File: src/rtl/if_id_queue_pkg.sv
// if_id_queue_pkg
// Shared widths, constants and helpers for the IF/ID instruction queue.
//   INST_W / INST_ADDR_W / INT_W / HOLD_FLAG_W : bus widths
//   INST_NOP  : instruction presented to decode when nothing is queued
//   ZERO_WORD : address presented when nothing is queued
//   INT_NONE  : interrupt flag value meaning "no interrupt"
//   HOLD_IF   : hold level at or above which the IF/ID stage is held
package if_id_queue_pkg;

    localparam int INST_W      = 32;
    localparam int INST_ADDR_W = 32;
    localparam int INT_W       = 8;
    localparam int HOLD_FLAG_W = 3;

    localparam logic [INST_W-1:0]      INST_NOP  = 32'h0000_0013;
    localparam logic [INST_ADDR_W-1:0] ZERO_WORD = 32'h0000_0000;
    localparam logic [INT_W-1:0]       INT_NONE  = 8'h00;
    localparam logic [HOLD_FLAG_W-1:0] HOLD_IF   = 3'd1;

    function automatic logic is_held(input logic [HOLD_FLAG_W-1:0] flag,
                                     input logic [HOLD_FLAG_W-1:0] level);
        return flag >= level;
    endfunction

endpackage

File: src/rtl/if_id_queue_if.sv
// if_id_queue_if
// Bundles the fetch-side push channel, pipeline control and decode-side
// head outputs of the IF/ID queue.
//   slave  : the queue itself (consumes inst_*_i/hold/flush/int_flag_i,
//            drives ready, head outputs, int_flag_o and count_o)
//   master : the surrounding pipeline (the opposite directions)
interface if_id_queue_if
    import if_id_queue_pkg::*;
#(
    parameter int DW    = INST_W,
    parameter int AW    = INST_ADDR_W,
    parameter int IW    = INT_W,
    parameter int DEPTH = 4
);
    logic [DW-1:0]              inst_i;
    logic [AW-1:0]              inst_addr_i;
    logic                       inst_valid_i;
    logic                       inst_ready_o;
    logic [HOLD_FLAG_W-1:0]     hold_flag_i;
    logic                       flush_i;
    logic [IW-1:0]              int_flag_i;
    logic [DW-1:0]              inst_o;
    logic [AW-1:0]              inst_addr_o;
    logic                       inst_valid_o;
    logic [IW-1:0]              int_flag_o;
    logic [$clog2(DEPTH):0]     count_o;

    modport slave (
        input  inst_i, inst_addr_i, inst_valid_i, hold_flag_i, flush_i, int_flag_i,
        output inst_ready_o, inst_o, inst_addr_o, inst_valid_o, int_flag_o, count_o
    );

    modport master (
        output inst_i, inst_addr_i, inst_valid_i, hold_flag_i, flush_i, int_flag_i,
        input  inst_ready_o, inst_o, inst_addr_o, inst_valid_o, int_flag_o, count_o
    );

endinterface

File: src/rtl/if_id_queue_ptr.sv
// if_id_queue_ptr
// Read/write pointers and occupancy count for the IF/ID queue.
//   clk, rst      : clock, asynchronous active-low reset
//   push, pop     : advance write / read pointer this edge
//   flush         : return to empty (overrides push and pop)
//   rd_ptr/wr_ptr : head / next-free slot, wrapping modulo DEPTH
//   count         : occupancy 0..DEPTH
//   full, empty   : decoded from count
module if_id_queue_ptr #(
    parameter int DEPTH = 4
) (
    input  logic                     clk,
    input  logic                     rst,
    input  logic                     push,
    input  logic                     pop,
    input  logic                     flush,
    output logic [$clog2(DEPTH)-1:0] rd_ptr,
    output logic [$clog2(DEPTH)-1:0] wr_ptr,
    output logic [$clog2(DEPTH):0]   count,
    output logic                     full,
    output logic                     empty
);
    localparam int PW = $clog2(DEPTH);
    localparam int CW = PW + 1;
    localparam logic [PW-1:0] PTR_ONE = PW'(1);
    localparam logic [CW-1:0] CNT_ONE = CW'(1);

    always_ff @(posedge clk or negedge rst) begin
        if (!rst) begin
            rd_ptr <= '0;
            wr_ptr <= '0;
            count  <= '0;
        end else if (flush) begin
            rd_ptr <= '0;
            wr_ptr <= '0;
            count  <= '0;
        end else begin
            if (push) wr_ptr <= wr_ptr + PTR_ONE;
            if (pop)  rd_ptr <= rd_ptr + PTR_ONE;
            // Simultaneous push and pop leaves occupancy unchanged.
            case ({push, pop})
                2'b10:   count <= count + CNT_ONE;
                2'b01:   count <= count - CNT_ONE;
                default: count <= count;
            endcase
        end
    end

    assign full  = (count == CW'(DEPTH));
    assign empty = (count == '0);

endmodule

File: src/rtl/if_id_queue.sv
// if_id_queue
// DEPTH-entry instruction queue between fetch and decode, replacing the
// single IF/ID register. Fetch may run ahead while decode is held.
//   clk  : clock
//   rst  : asynchronous active-low reset
//   bus  : if_id_queue_if.slave -- push channel (inst_i, inst_addr_i,
//          inst_valid_i, inst_ready_o), control (hold_flag_i, flush_i),
//          interrupt flag (int_flag_i -> int_flag_o), head outputs
//          (inst_o, inst_addr_o, inst_valid_o) and occupancy (count_o)
module if_id_queue
    import if_id_queue_pkg::*;
#(
    parameter int                     DW         = INST_W,
    parameter int                     AW         = INST_ADDR_W,
    parameter int                     IW         = INT_W,
    parameter int                     DEPTH      = 4,
    parameter logic [HOLD_FLAG_W-1:0] HOLD_LEVEL = HOLD_IF,
    parameter logic [DW-1:0]          NOP        = DW'(INST_NOP)
) (
    input  logic              clk,
    input  logic              rst,
    if_id_queue_if.slave      bus
);
    localparam int PW = $clog2(DEPTH);

    logic          hold;
    logic          push;
    logic          pop;
    logic          full;
    logic          empty;
    logic [PW-1:0] rd_ptr;
    logic [PW-1:0] wr_ptr;
    logic [PW:0]   count;
    logic [IW-1:0] int_flag_q;

    logic [DW-1:0] mem_inst [DEPTH];
    logic [AW-1:0] mem_addr [DEPTH];

    assign hold = is_held(bus.hold_flag_i, HOLD_LEVEL);

    // Ready depends only on the registered count, so a full queue refuses a
    // push even in a cycle where it also pops; this keeps hold/pop out of
    // the ready path back to fetch.
    assign bus.inst_ready_o = ~full;
    assign push = bus.inst_valid_i & ~full & ~bus.flush_i;
    assign pop  = ~empty & ~hold & ~bus.flush_i;

    if_id_queue_ptr #(
        .DEPTH (DEPTH)
    ) u_ptr (
        .clk    (clk),
        .rst    (rst),
        .push   (push),
        .pop    (pop),
        .flush  (bus.flush_i),
        .rd_ptr (rd_ptr),
        .wr_ptr (wr_ptr),
        .count  (count),
        .full   (full),
        .empty  (empty)
    );

    // Storage carries no reset: only count/pointers decide what is valid.
    always_ff @(posedge clk) begin
        if (push) begin
            mem_inst[wr_ptr] <= bus.inst_i;
            mem_addr[wr_ptr] <= bus.inst_addr_i;
        end
    end

    // Interrupt flag keeps single-register semantics: not queued, frozen by
    // hold, untouched by flush.
    always_ff @(posedge clk or negedge rst) begin
        if (!rst) begin
            int_flag_q <= IW'(INT_NONE);
        end else if (!hold) begin
            int_flag_q <= bus.int_flag_i;
        end
    end

    assign bus.inst_o       = empty ? NOP : mem_inst[rd_ptr];
    assign bus.inst_addr_o  = empty ? AW'(ZERO_WORD) : mem_addr[rd_ptr];
    assign bus.inst_valid_o = ~empty;
    assign bus.int_flag_o   = int_flag_q;
    assign bus.count_o      = count;

endmodule

File: src/flat_wrapper.sv
// flat-port wrapper written by rule: the top's interface ports become plain ports
module if_id_queue_flat import if_id_queue_pkg::*;
#(
    parameter int                     DW         = INST_W,
    parameter int                     AW         = INST_ADDR_W,
    parameter int                     IW         = INT_W,
    parameter int                     DEPTH      = 4,
    parameter logic [HOLD_FLAG_W-1:0] HOLD_LEVEL = HOLD_IF,
    parameter logic [DW-1:0]          NOP        = DW'(INST_NOP)
)
  (clk, rst, bus_inst_i, bus_inst_addr_i, bus_inst_valid_i, bus_hold_flag_i, bus_flush_i, bus_int_flag_i, bus_inst_ready_o, bus_inst_o, bus_inst_addr_o, bus_inst_valid_o, bus_int_flag_o, bus_count_o);
  if_id_queue_if #(.DW(DW), .AW(AW), .IW(IW), .DEPTH(DEPTH)) bus_i ();
  input  logic clk;
  input  logic rst;
  input wire logic [$bits(bus_i.inst_i)-1:0] bus_inst_i;
  input wire logic [$bits(bus_i.inst_addr_i)-1:0] bus_inst_addr_i;
  input wire logic [$bits(bus_i.inst_valid_i)-1:0] bus_inst_valid_i;
  input wire logic [$bits(bus_i.hold_flag_i)-1:0] bus_hold_flag_i;
  input wire logic [$bits(bus_i.flush_i)-1:0] bus_flush_i;
  input wire logic [$bits(bus_i.int_flag_i)-1:0] bus_int_flag_i;
  output wire logic [$bits(bus_i.inst_ready_o)-1:0] bus_inst_ready_o;
  output wire logic [$bits(bus_i.inst_o)-1:0] bus_inst_o;
  output wire logic [$bits(bus_i.inst_addr_o)-1:0] bus_inst_addr_o;
  output wire logic [$bits(bus_i.inst_valid_o)-1:0] bus_inst_valid_o;
  output wire logic [$bits(bus_i.int_flag_o)-1:0] bus_int_flag_o;
  output wire logic [$bits(bus_i.count_o)-1:0] bus_count_o;
  assign bus_i.inst_i = bus_inst_i;
  assign bus_i.inst_addr_i = bus_inst_addr_i;
  assign bus_i.inst_valid_i = bus_inst_valid_i;
  assign bus_i.hold_flag_i = bus_hold_flag_i;
  assign bus_i.flush_i = bus_flush_i;
  assign bus_i.int_flag_i = bus_int_flag_i;
  assign bus_inst_ready_o = bus_i.inst_ready_o;
  assign bus_inst_o = bus_i.inst_o;
  assign bus_inst_addr_o = bus_i.inst_addr_o;
  assign bus_inst_valid_o = bus_i.inst_valid_o;
  assign bus_int_flag_o = bus_i.int_flag_o;
  assign bus_count_o = bus_i.count_o;
  if_id_queue #(.DW(DW), .AW(AW), .IW(IW), .DEPTH(DEPTH), .HOLD_LEVEL(HOLD_LEVEL), .NOP(NOP)) u_core (.clk(clk), .rst(rst), .bus(bus_i));
endmodule
File: config.mk
export PLATFORM = sky130hd
export DESIGN_NAME = if_id_queue_flat
export DESIGN_NICKNAME = d
export VERILOG_FILES = /design/src/rtl/if_id_queue_pkg.sv /design/src/rtl/if_id_queue_if.sv /design/src/rtl/if_id_queue_ptr.sv /design/src/rtl/if_id_queue.sv /design/src/flat_wrapper.sv
export SDC_FILE = /design/constraint.sdc
export NUM_CORES = 1
export LEC_CHECK = 0
export CAP_MARGIN = 20
export CORE_ASPECT_RATIO = 2
export CORE_MARGIN = 5
export CORE_UTILIZATION = 45
export DETAILED_ROUTE_END_ITERATION = 16
export GPL_TIMING_DRIVEN = 0
export PLACE_DENSITY = 0.67
export SYNTH_ARGS = -nofsm -noshare
export SYNTH_HDL_FRONTEND = slang
export SYNTH_SLANG_ARGS = --single-unit
File: constraint.sdc
create_clock -name clk -period 3.8 [get_ports clk]
set_clock_uncertainty 0.05 [all_clocks]
set_input_delay 0.76 -clock clk [delete_from_list [all_inputs] [get_ports clk]]
set_output_delay 0.76 -clock clk [all_outputs]
set_load 0.005 [all_outputs]
==> results of run 1 <==
==> per-layer routing <==
layer / share of wire / routed length (um)
met5: 0 / 0
met4: 0.024 / 502
met3: 0.056 / 1150
met2: 0.56 / 11700
met1: 0.36 / 7400
==> cells by family (layout without fill, tap and decap cells) <==
logic type      Yosys count  after routing  synth area share
other cells               0              2                 0
xor+xnor                  4              4           0.00406
mux                      74             74             0.149
fa+ha+maj                 5              5           0.00669
flops                   271            271             0.770
simple gates             91             91            0.0547
compound gates            5              5           0.00310
buf+inv                  25            226            0.0134
==> cells in the mapped netlist (all sizes together) <==
cell,n,share of area
a21oi,1,0.00048
a31oi,1,0.00060
and2,65,0.039
and3b,1,0.00096
buf,15,0.0098
clkbuf,7,0.0025
dfrtp,15,0.036
edfxtp,256,0.73
fa,1,0.0019
ha,4,0.0048
inv,3,0.0011
mux2,9,0.010
mux2i,1,0.00096
mux4,64,0.14
nand2,5,0.0032
nand2b,2,0.0012
nand3,3,0.0014
nor2,6,0.0021
nor2b,1,0.00060
nor3,2,0.0019
nor3b,1,0.00072
nor4b,1,0.00084
o21ai,1,0.00048
o21bai,1,0.00072
o221ai,1,0.00084
or2,3,0.0018
or3b,1,0.0011
xnor2,2,0.0024
xor2,2,0.0017
==> final cells by class <==
class / count / area (um2) / share of cell area
Timing Repair Buffer: 159 / 1630 / 0.123
Clock inverter: 8 / 104 / 0.00783
Sequential cell: 271 / 8060 / 0.608
Antenna cell: 2 / 5.00 / 0.000377
Inverter: 3 / 11.3 / 0.000849
Buffer: 22 / 129 / 0.00972
Tap cell: 283 / 354 / 0.0267
Multi-Input combinational cell: 179 / 2280 / 0.172
Clock buffer: 34 / 679 / 0.0512
==> worst max-delay path, stage by stage (launching register included) <==
cell	delay, ns
dfrtp_1	0.53
nor3_2	0.12
inv_2	0.26
clkbuf_1	0.37
and2_1	0.25
clkdlybuf4s50_1	0.52
==> registers in the layout, indices dropped and copies added, names as in the netlist <==
signal                 flops
u_core.u_ptr.count         3
u_core.u_ptr.rd_ptr        2
u_core.mem_addr          128
u_core.mem_inst          128
u_core.bus.int_flag_o      8
u_core.u_ptr.wr_ptr        2
==> per-stage QoR <==
stage	cells	util	TNS [ns]
CTS	959	0.573	0
global route	961	0.573	0
finish	961	0.573	0
global placement	913	0.535	-261.63
detailed placement	917	0.539	0
floorplan	475	-	0
==> worst min path at each step <==
| stage | from | to | slack, ns | cells past startpoint |
|---|---|---|---|---|
| detailed placement | u_core.bus.int_flag_o[3] | u_core.bus.int_flag_o[3] | 0.45 | 1 |
| finish | u_core.bus.int_flag_o[5] | u_core.bus.int_flag_o[5] | 0.46 | 1 |
| global route | u_core.bus.int_flag_o[5] | u_core.bus.int_flag_o[5] | 0.47 | 1 |
| global placement | u_core.bus.int_flag_o[7] | u_core.bus.int_flag_o[7] | 0.44 | 1 |
| CTS | u_core.bus.int_flag_o[3] | u_core.bus.int_flag_o[3] | 0.46 | 1 |
| floorplan | rst | u_core.bus.int_flag_o[0] | 0.41 | 0 |
==> power groups by stage <==
| stage | logic, W | clock network, W | registers [W] |
|---|---|---|---|
| floorplan | 0.000326 | 0 | 0.00348 |
| global placement | 0.000819 | 0 | 0.00349 |
| detailed placement | 0.000842 | 0 | 0.00349 |
| CTS | 0.000848 | 0.00245 | 0.00342 |
| global route | 0.000890 | 0.00259 | 0.00343 |
| finish | 0.000820 | 0.00239 | 0.00342 |
==> flow_metrics.tcl, run 1 <==
set metrics [dict create \
    outcome "completed" \
    grt_first_pass_wirelength_um 32100 \
    cellPowerDensity_nw_per_um2 500 \
    rows 79 \
    portBuffers 155 \
    dr_total_vias 5091 \
    cp-endpoint "bus_inst_addr_o[7]" \
    clock_sinks 271 \
    post_cts_resize_count 0 \
    r2r_end "u_core.u_ptr.count[2]" \
    finalCriticalPeriod_ns 3.38 \
    p_seq_frac 0.516 \
    avgSynthCellArea_um2 22.1 \
    final_common_cell "edfxtp_1" \
    slew_headroom 0.531 \
    synth_area_um2 10500 \
    worst_setup_path_start_kind "flip-flop" \
    path_clk_slew_ns 0.06 \
    gr-usage-all-layers 0.155 \
    dieArea_um2 26600 \
    first_pass_iters 4 \
    grt_max_degree 34 \
    routed_via_density 5.30 \
    leakagePower_nw 4.29 \
    fmax_ghz 0.296 \
    r2r_slack_ns 1.43 \
    die_h_um 226 \
    worst_pin_slew_ns 0.701 \
    overflow 0 \
    routed_wl_um 20700 \
    post_cts_buffers 0 \
    final-setup-viol-count 0 \
    worst_hold_slack_ns 0.458 \
    first_iter_violations 258 \
    fin_area_um2 13300 \
    power_frac_comb 0.124 \
    design.core.area_um2 23100 \
    ir_drop_mv 0.392 \
    internal_power_w 0.00525 \
    drive_gt1_frac 0.204 \
    setup.worst_path.class "flip-flop to output pin" \
    grt_util_met2 0.294 \
    ys_seq_area_frac 0.770 \
    clk_path_buf_depth 3 \
    ys_seq_elements 271 \
    critPathLaunch "u_core.u_ptr.count[0]" \
    worstRegToRegCells 8 \
    hold_viol_final 0 \
    worst_slack_ns 0.424 \
    cts_tree "built" \
    power_frac_clock 0.360 \
    ctsHoldBuffers 0 \
    cap_violations 0 \
    antenna_found_initial 2 \
    synthDistinctLibCells 35 \
    p_sw_frac 0.208 \
    fin_crit_sh 0.889 \
    switchingPower_w 0.00138 \
    layout_common_cells "edfxtp_1 (256), clkdlybuf4s50_1 (155), mux4_2 (64)" \
    cp.required_ns 2.99 \
    worstPathMaxFanout 10 \
    fp.dieW_um 118 \
    grt-busiest-layer "met2" \
    yosys_warnings 0 \
    cts_root_buf "clkbuf_16" \
    syn_to_final_growth_pct 26.6 \
    syn-instance-count 475 \
    io_pins 156 \
    wire_per_inst_um 21.6 \
    maxSlewViolCount 0 \
    grt_pass1_vias 5756 \
    total_power_w 0.00663 \
    met1_usage 0.167 \
    place_congestion 0.722 \
    cp_data_arrival_time_ns 2.57 \
    cts_max_level 1 \
    fin_nets 744 \
    crit_path_end_kind "output pin" \
    rr_startpoint "u_core.u_ptr.count[0]" \
    insertion_delay_ns 0.51 \
    ant_nets 0 \
    hold_class "flip-flop to flip-flop" \
    rsz0062_at_grt "no" \
    floorplan.initialDensity 0.453 \
    dpl_cell_area_um2 12500 \
    dp_slack_ns 0.873 \
    grt_use_met3 0.0366 \
    synth_nets 559 \
    nFillCells 1771 \
    dp_hpwl_um 13600 \
    remaining_drc_errors 0 \
    cts_buffers 24 \
]
(Power assumes the default switching activity.)
==> run 2: changes to the inputs <==
--- a/config.mk
+++ b/config.mk
@@ -11,7 +11,7 @@
 export CORE_UTILIZATION = 45
 export DETAILED_ROUTE_END_ITERATION = 16
 export GPL_TIMING_DRIVEN = 0
-export PLACE_DENSITY = 0.67
+export PLACE_DENSITY = 0.7
 export SYNTH_ARGS = -nofsm -noshare
 export SYNTH_HDL_FRONTEND = slang
 export SYNTH_SLANG_ARGS = --single-unit
==> constraint.sdc (replaced) <==
create_clock -name clk -period 2.9 [get_ports clk]
set_clock_uncertainty 0.05 [all_clocks]
set_input_delay 0.58 -clock clk [delete_from_list [all_inputs] [get_ports clk]]
set_output_delay 0.58 -clock clk [all_outputs]
set_load 0.005 [all_outputs]
==> flow_metrics.tcl, run 2 (synthesis gave the netlist of run 1 again) <==
set metrics [dict create \
    gr-usage-all-layers 0.165 \
    clock_sinks 271 \
    dr_total_vias 5186 \
    ir_drop_mv 0.515 \
    routed_wl_um 22000 \
    finalCriticalPeriod_ns 2.86 \
    rows 79 \
    worstPathMaxFanout 4 \
    cts_root_buf "clkbuf_16" \
    ant_nets 0 \
    maxSlewViolCount 0 \
    fmax_ghz 0.350 \
    clk_path_buf_depth 3 \
    wire_per_inst_um 22.4 \
    syn_to_final_growth_pct 30.2 \
    worst_pin_slew_ns 0.693 \
    ctsHoldBuffers 0 \
    cts_max_level 1 \
    grt_pass1_vias 6003 \
    insertion_delay_ns 0.52 \
    design.core.area_um2 23100 \
    fin_crit_sh 0.986 \
    hold_class "input pin to asynchronous set/reset pin" \
    grt_first_pass_wirelength_um 34000 \
    layout_common_cells "edfxtp_1 (256), clkdlybuf4s50_1 (91), mux4_2 (64)" \
    first_iter_violations 280 \
    cts_buffers 24 \
    cts_tree "built" \
    final-setup-viol-count 0 \
    die_h_um 226 \
    cellPowerDensity_nw_per_um2 658 \
    cp.required_ns 2.27 \
    floorplan.initialDensity 0.453 \
    first_pass_iters 6 \
    final_common_cell "edfxtp_1" \
    leakagePower_nw 4.68 \
    cp_data_arrival_time_ns 2.23 \
    setup.worst_path.class "flip-flop to output pin" \
    hold_viol_final 0 \
    drive_gt1_frac 0.318 \
    antenna_found_initial 1 \
    place_congestion 0.730 \
    dieArea_um2 26600 \
    outcome "completed" \
    remaining_drc_errors 0 \
    io_pins 156 \
    fin_util 0.590 \
    slew_headroom 0.537 \
    worst_hold_slack_ns 0.421 \
    dp_hpwl_um 13600 \
    rsz0062_at_grt "yes" \
    crit_path_end_kind "output pin" \
    total_power_w 0.00897 \
    cap_violations 0 \
    fin_nets 761 \
    fp.dieW_um 118 \
    path_clk_slew_ns 0.07 \
    worst_setup_path_start_kind "flip-flop" \
    setup_tns_ns 0 \
    portBuffers 155 \
    overflow 0 \
    grt_max_degree 54 \
    routed_via_density 5.30 \
]
[run 2: report_power, final]
| group | switching, W | total (W) | internal (W) |
|---|---|---|---|
| Sequential | 0.0000525 | 0.00449 | 0.00443 |
| Combinational | 0.000477 | 0.00112 | 0.000643 |
| Clock | 0.00138 | 0.00337 | 0.00199 |
| Total | 0.00191 | 0.00897 | 0.00706 |
[run 2: worst max-delay path, stage by stage, from the launching register on]
cell and delay [ns]:
dfrtp_2 0.42, buf_4 0.13, bufbuf_16 0.25, mux4_2 0.49, and2_4 0.17, dlygate4sd2_1 0.26
[run 2: layout make-up]
class                   count  area (um2)
plain buffers              18         150
diodes                      1        2.50
inverters                   3        13.8
fillers                  1754        9490
multi-input cells         179        2370
repair buffers            180        1840
clock inverters            15         188
clock buffers              29         661
well taps                 283         354
flip-flops and latches    271        8070
[run 2: per-layer routing]
layer	vias to the layer above	GRT usage	share of wire
met2	150	0.322	0.57
li1	2317	-	-
met1	2684	0.176	0.35
met3	35	0.0298	0.050
met5	-	0	0
met4	0	0.0570	0.025
[run 2: repair_timing]
action / in CTS / in global routing
setup buffers: 16 / 4
endpoints found under the setup margin: 65 / 35
gates resized for setup: 195 / 33
gates cloned: 5 / 0
pin swaps: 5 / 2
[run 2: worst paths after layout]
check	start	to	slack [ns]	cells after the start
worst max-delay path	u_core.u_ptr.rd_ptr[0]	bus_inst_addr_o[0]	0.04	5
worst min-delay path	rst	u_core.bus.int_flag_o[5]	0.42	1
worst max register to register	u_core.u_ptr.count[0]	u_core.u_ptr.count[2]	0.58	8
worst min register to register	u_core.bus.int_flag_o[1]	u_core.bus.int_flag_o[1]	0.46	1
max in group asynchronous	rst	u_core.u_ptr.count[0]	1.89	1
min in group clk	u_core.bus.int_flag_o[1]	u_core.bus.int_flag_o[1]	0.46	1
[run 2: through the flow]
step                cells  setup slack [ns]  area, um2
floorplan             475             0.626      10500
CTS                   982            -0.105      13700
detailed placement    917             0.169      12500
finish                979            0.0415      13600
global route          979           -0.0404      13600
global placement      913            -0.504      12400
==> run 3: changes to the inputs <==
--- a/config.mk
+++ b/config.mk
@@ -11,7 +11,7 @@
 export CORE_UTILIZATION = 45
 export DETAILED_ROUTE_END_ITERATION = 16
 export GPL_TIMING_DRIVEN = 0
-export PLACE_DENSITY = 0.7
+export PLACE_DENSITY = 0.71
 export SYNTH_ARGS = -nofsm -noshare
 export SYNTH_HDL_FRONTEND = slang
 export SYNTH_SLANG_ARGS = --single-unit
==> flow_metrics.tcl, run 3 (synthesis gave the netlist of run 1 again) <==
set metrics [dict create \
    cellPowerDensity_nw_per_um2 643 \
    grt_pass1_vias 5845 \
    multi_input_area_um2 2370 \
    violations "negative setup slack" \
    worstPathMaxFanout 5 \
    fmax_ghz 0.340 \
    slew_headroom 0.545 \
    insertion_delay_ns 0.52 \
    drive_gt1_frac 0.330 \
    final_common_cell "edfxtp_1" \
    cts_buffers 24 \
    ir_drop_mv 0.529 \
    maxSlewViolCount 0 \
    ff_latch_area_um2 8070 \
    worst_slack_ns -0.0375 \
    cap_violations 0 \
    setup_tns_ns -0.116 \
    ant_nets 0 \
    fin_crit_sh 1.01 \
    ctsHoldBuffers 0 \
    setup.worst_path.class "flip-flop to output pin" \
    dieArea_um2 26600 \
    place_congestion 0.694 \
    total_power_w 0.00882 \
    routed_via_density 5.28 \
    first_iter_violations 270 \
    final-setup-viol-count 4 \
    worst_pin_slew_ns 0.680 \
    dp_slack_ns 0.145 \
    r2r_slack_ns 0.66 \
    r2r_end "u_core.u_ptr.count[2]" \
    clk_path_buf_depth 3 \
    nFillCells 1721 \
    routed_wl_um 21700 \
    fin_nets 769 \
    remaining_drc_errors 0 \
    clock_sinks 271 \
    cts_tree "built" \
    dp_hpwl_um 13700 \
    hold_viol_final 0 \
    floorplan.initialDensity 0.453 \
    worstRegToRegCells 8 \
    layout_common_cells "edfxtp_1 (256), clkdlybuf4s50_1 (91), mux4_2 (64)" \
    design.core.area_um2 23100 \
    finalCriticalPeriod_ns 2.94 \
    outcome "finished with violations" \
    cp_data_arrival_time_ns 2.31 \
    rsz0062_at_grt "yes" \
    worst_setup_path_start_kind "flip-flop" \
    cts_root_buf "clkbuf_16" \
    leakagePower_nw 4.71 \
    die_h_um 226 \
    cts_max_level 1 \
    cp.required_ns 2.27 \
    syn_to_final_growth_pct 31.0 \
    io_pins 156 \
    wire_per_inst_um 21.9 \
    gr-usage-all-layers 0.162 \
    rr_startpoint "u_core.u_ptr.count[2]" \
    place_inst 917 \
    dr_total_vias 5211 \
    grt_first_pass_wirelength_um 33100 \
    portBuffers 155 \
    final_cells 987 \
    rows 79 \
    antenna_found_initial 1 \
    overflow 0 \
    path_clk_slew_ns 0.07 \
    fp.dieW_um 118 \
    first_pass_iters 5 \
    grt_max_degree 37 \
    critPathLaunch "u_core.u_ptr.rd_ptr[0]" \
    hold_class "input pin to asynchronous set/reset pin" \
    crit_path_end_kind "output pin" \
]
[run 3: cell types whose count changed in the layout (fill, tap and decap cells not counted), moves of 5 or more]
cell | before | now
buf_12 | 7 | 15
buf_2 | 15 | 10
buf_6 | 5 | 18
clkinv_2 | 2 | 8
dlygate4sd2_1 | 26 | 20
[run 3: per-layer routing]
layer	up-vias	GRT usage	part of all wire
li1	2331	-	-
met1	2688	0.169	0.34
met2	147	0.313	0.57
met3	45	0.0311	0.050
met4	0	0.0681	0.033
met5	-	0	0
[run 3: critical path, cell delays in order, from the launching register on]
cell     delay [ns]
dfrtp_2        0.44
buf_12         0.16
buf_12         0.12
buf_8          0.11
buf_12         0.13
buf_6          0.11
mux4_2         0.41
and2_4         0.18
buf_6          0.11
[run 3: power by group]
group	internal, W	leakage, nW	switching, W
registers	0.00443	2.51	0.0000496
clock network	0.00184	0.390	0.00135
logic	0.000669	1.81	0.000482
[run 3: final cells by class]
type                    instances  share of cell area
clock inverters                16              0.0114
plain buffers                  22              0.0170
clock buffers                  28              0.0464
repair buffers                184               0.137
well taps                     283              0.0258
flip-flops and latches        271               0.588
multi-input cells             179               0.173
diodes                          1            0.000182
inverters                       3             0.00100
[run 3: through the flow]
stage	area (um2)	utilization	hold WS, ns
2_1_floorplan	10500	-	0.234
3_3_place_gp	12400	0.536	0.438
3_5_place_dp	12500	0.539	0.454
4_1_cts	13600	0.590	0.420
5_1_grt	13700	0.593	0.478
6_report	13700	0.593	0.417
[run 3: worst max path at each step]
| stage | endpoint | slack [ns] | depth (start not counted) |
|---|---|---|---|
| floorplan | u_core.mem_addr[0][0] | 0.63 | 3 |
| global placement | u_core.mem_addr[0][25] | -0.49 | 3 |
| detailed placement | u_core.mem_inst[2][17] | 0.14 | 4 |
| CTS | bus_inst_addr_o[5] | -0.11 | 5 |
| global route | bus_inst_o[21] | -0.10 | 8 |
| finish | bus_inst_o[21] | -0.04 | 8 |
[run 3: repair_timing]
action | CTS | global route
setup endpoints to repair | 65 | 36
pin swaps | 7 | 3
resized for setup | 184 | 58
cloned | 4 | 0
endpoints found under the hold margin | 0 | 0
buffers inserted | 17 | 7
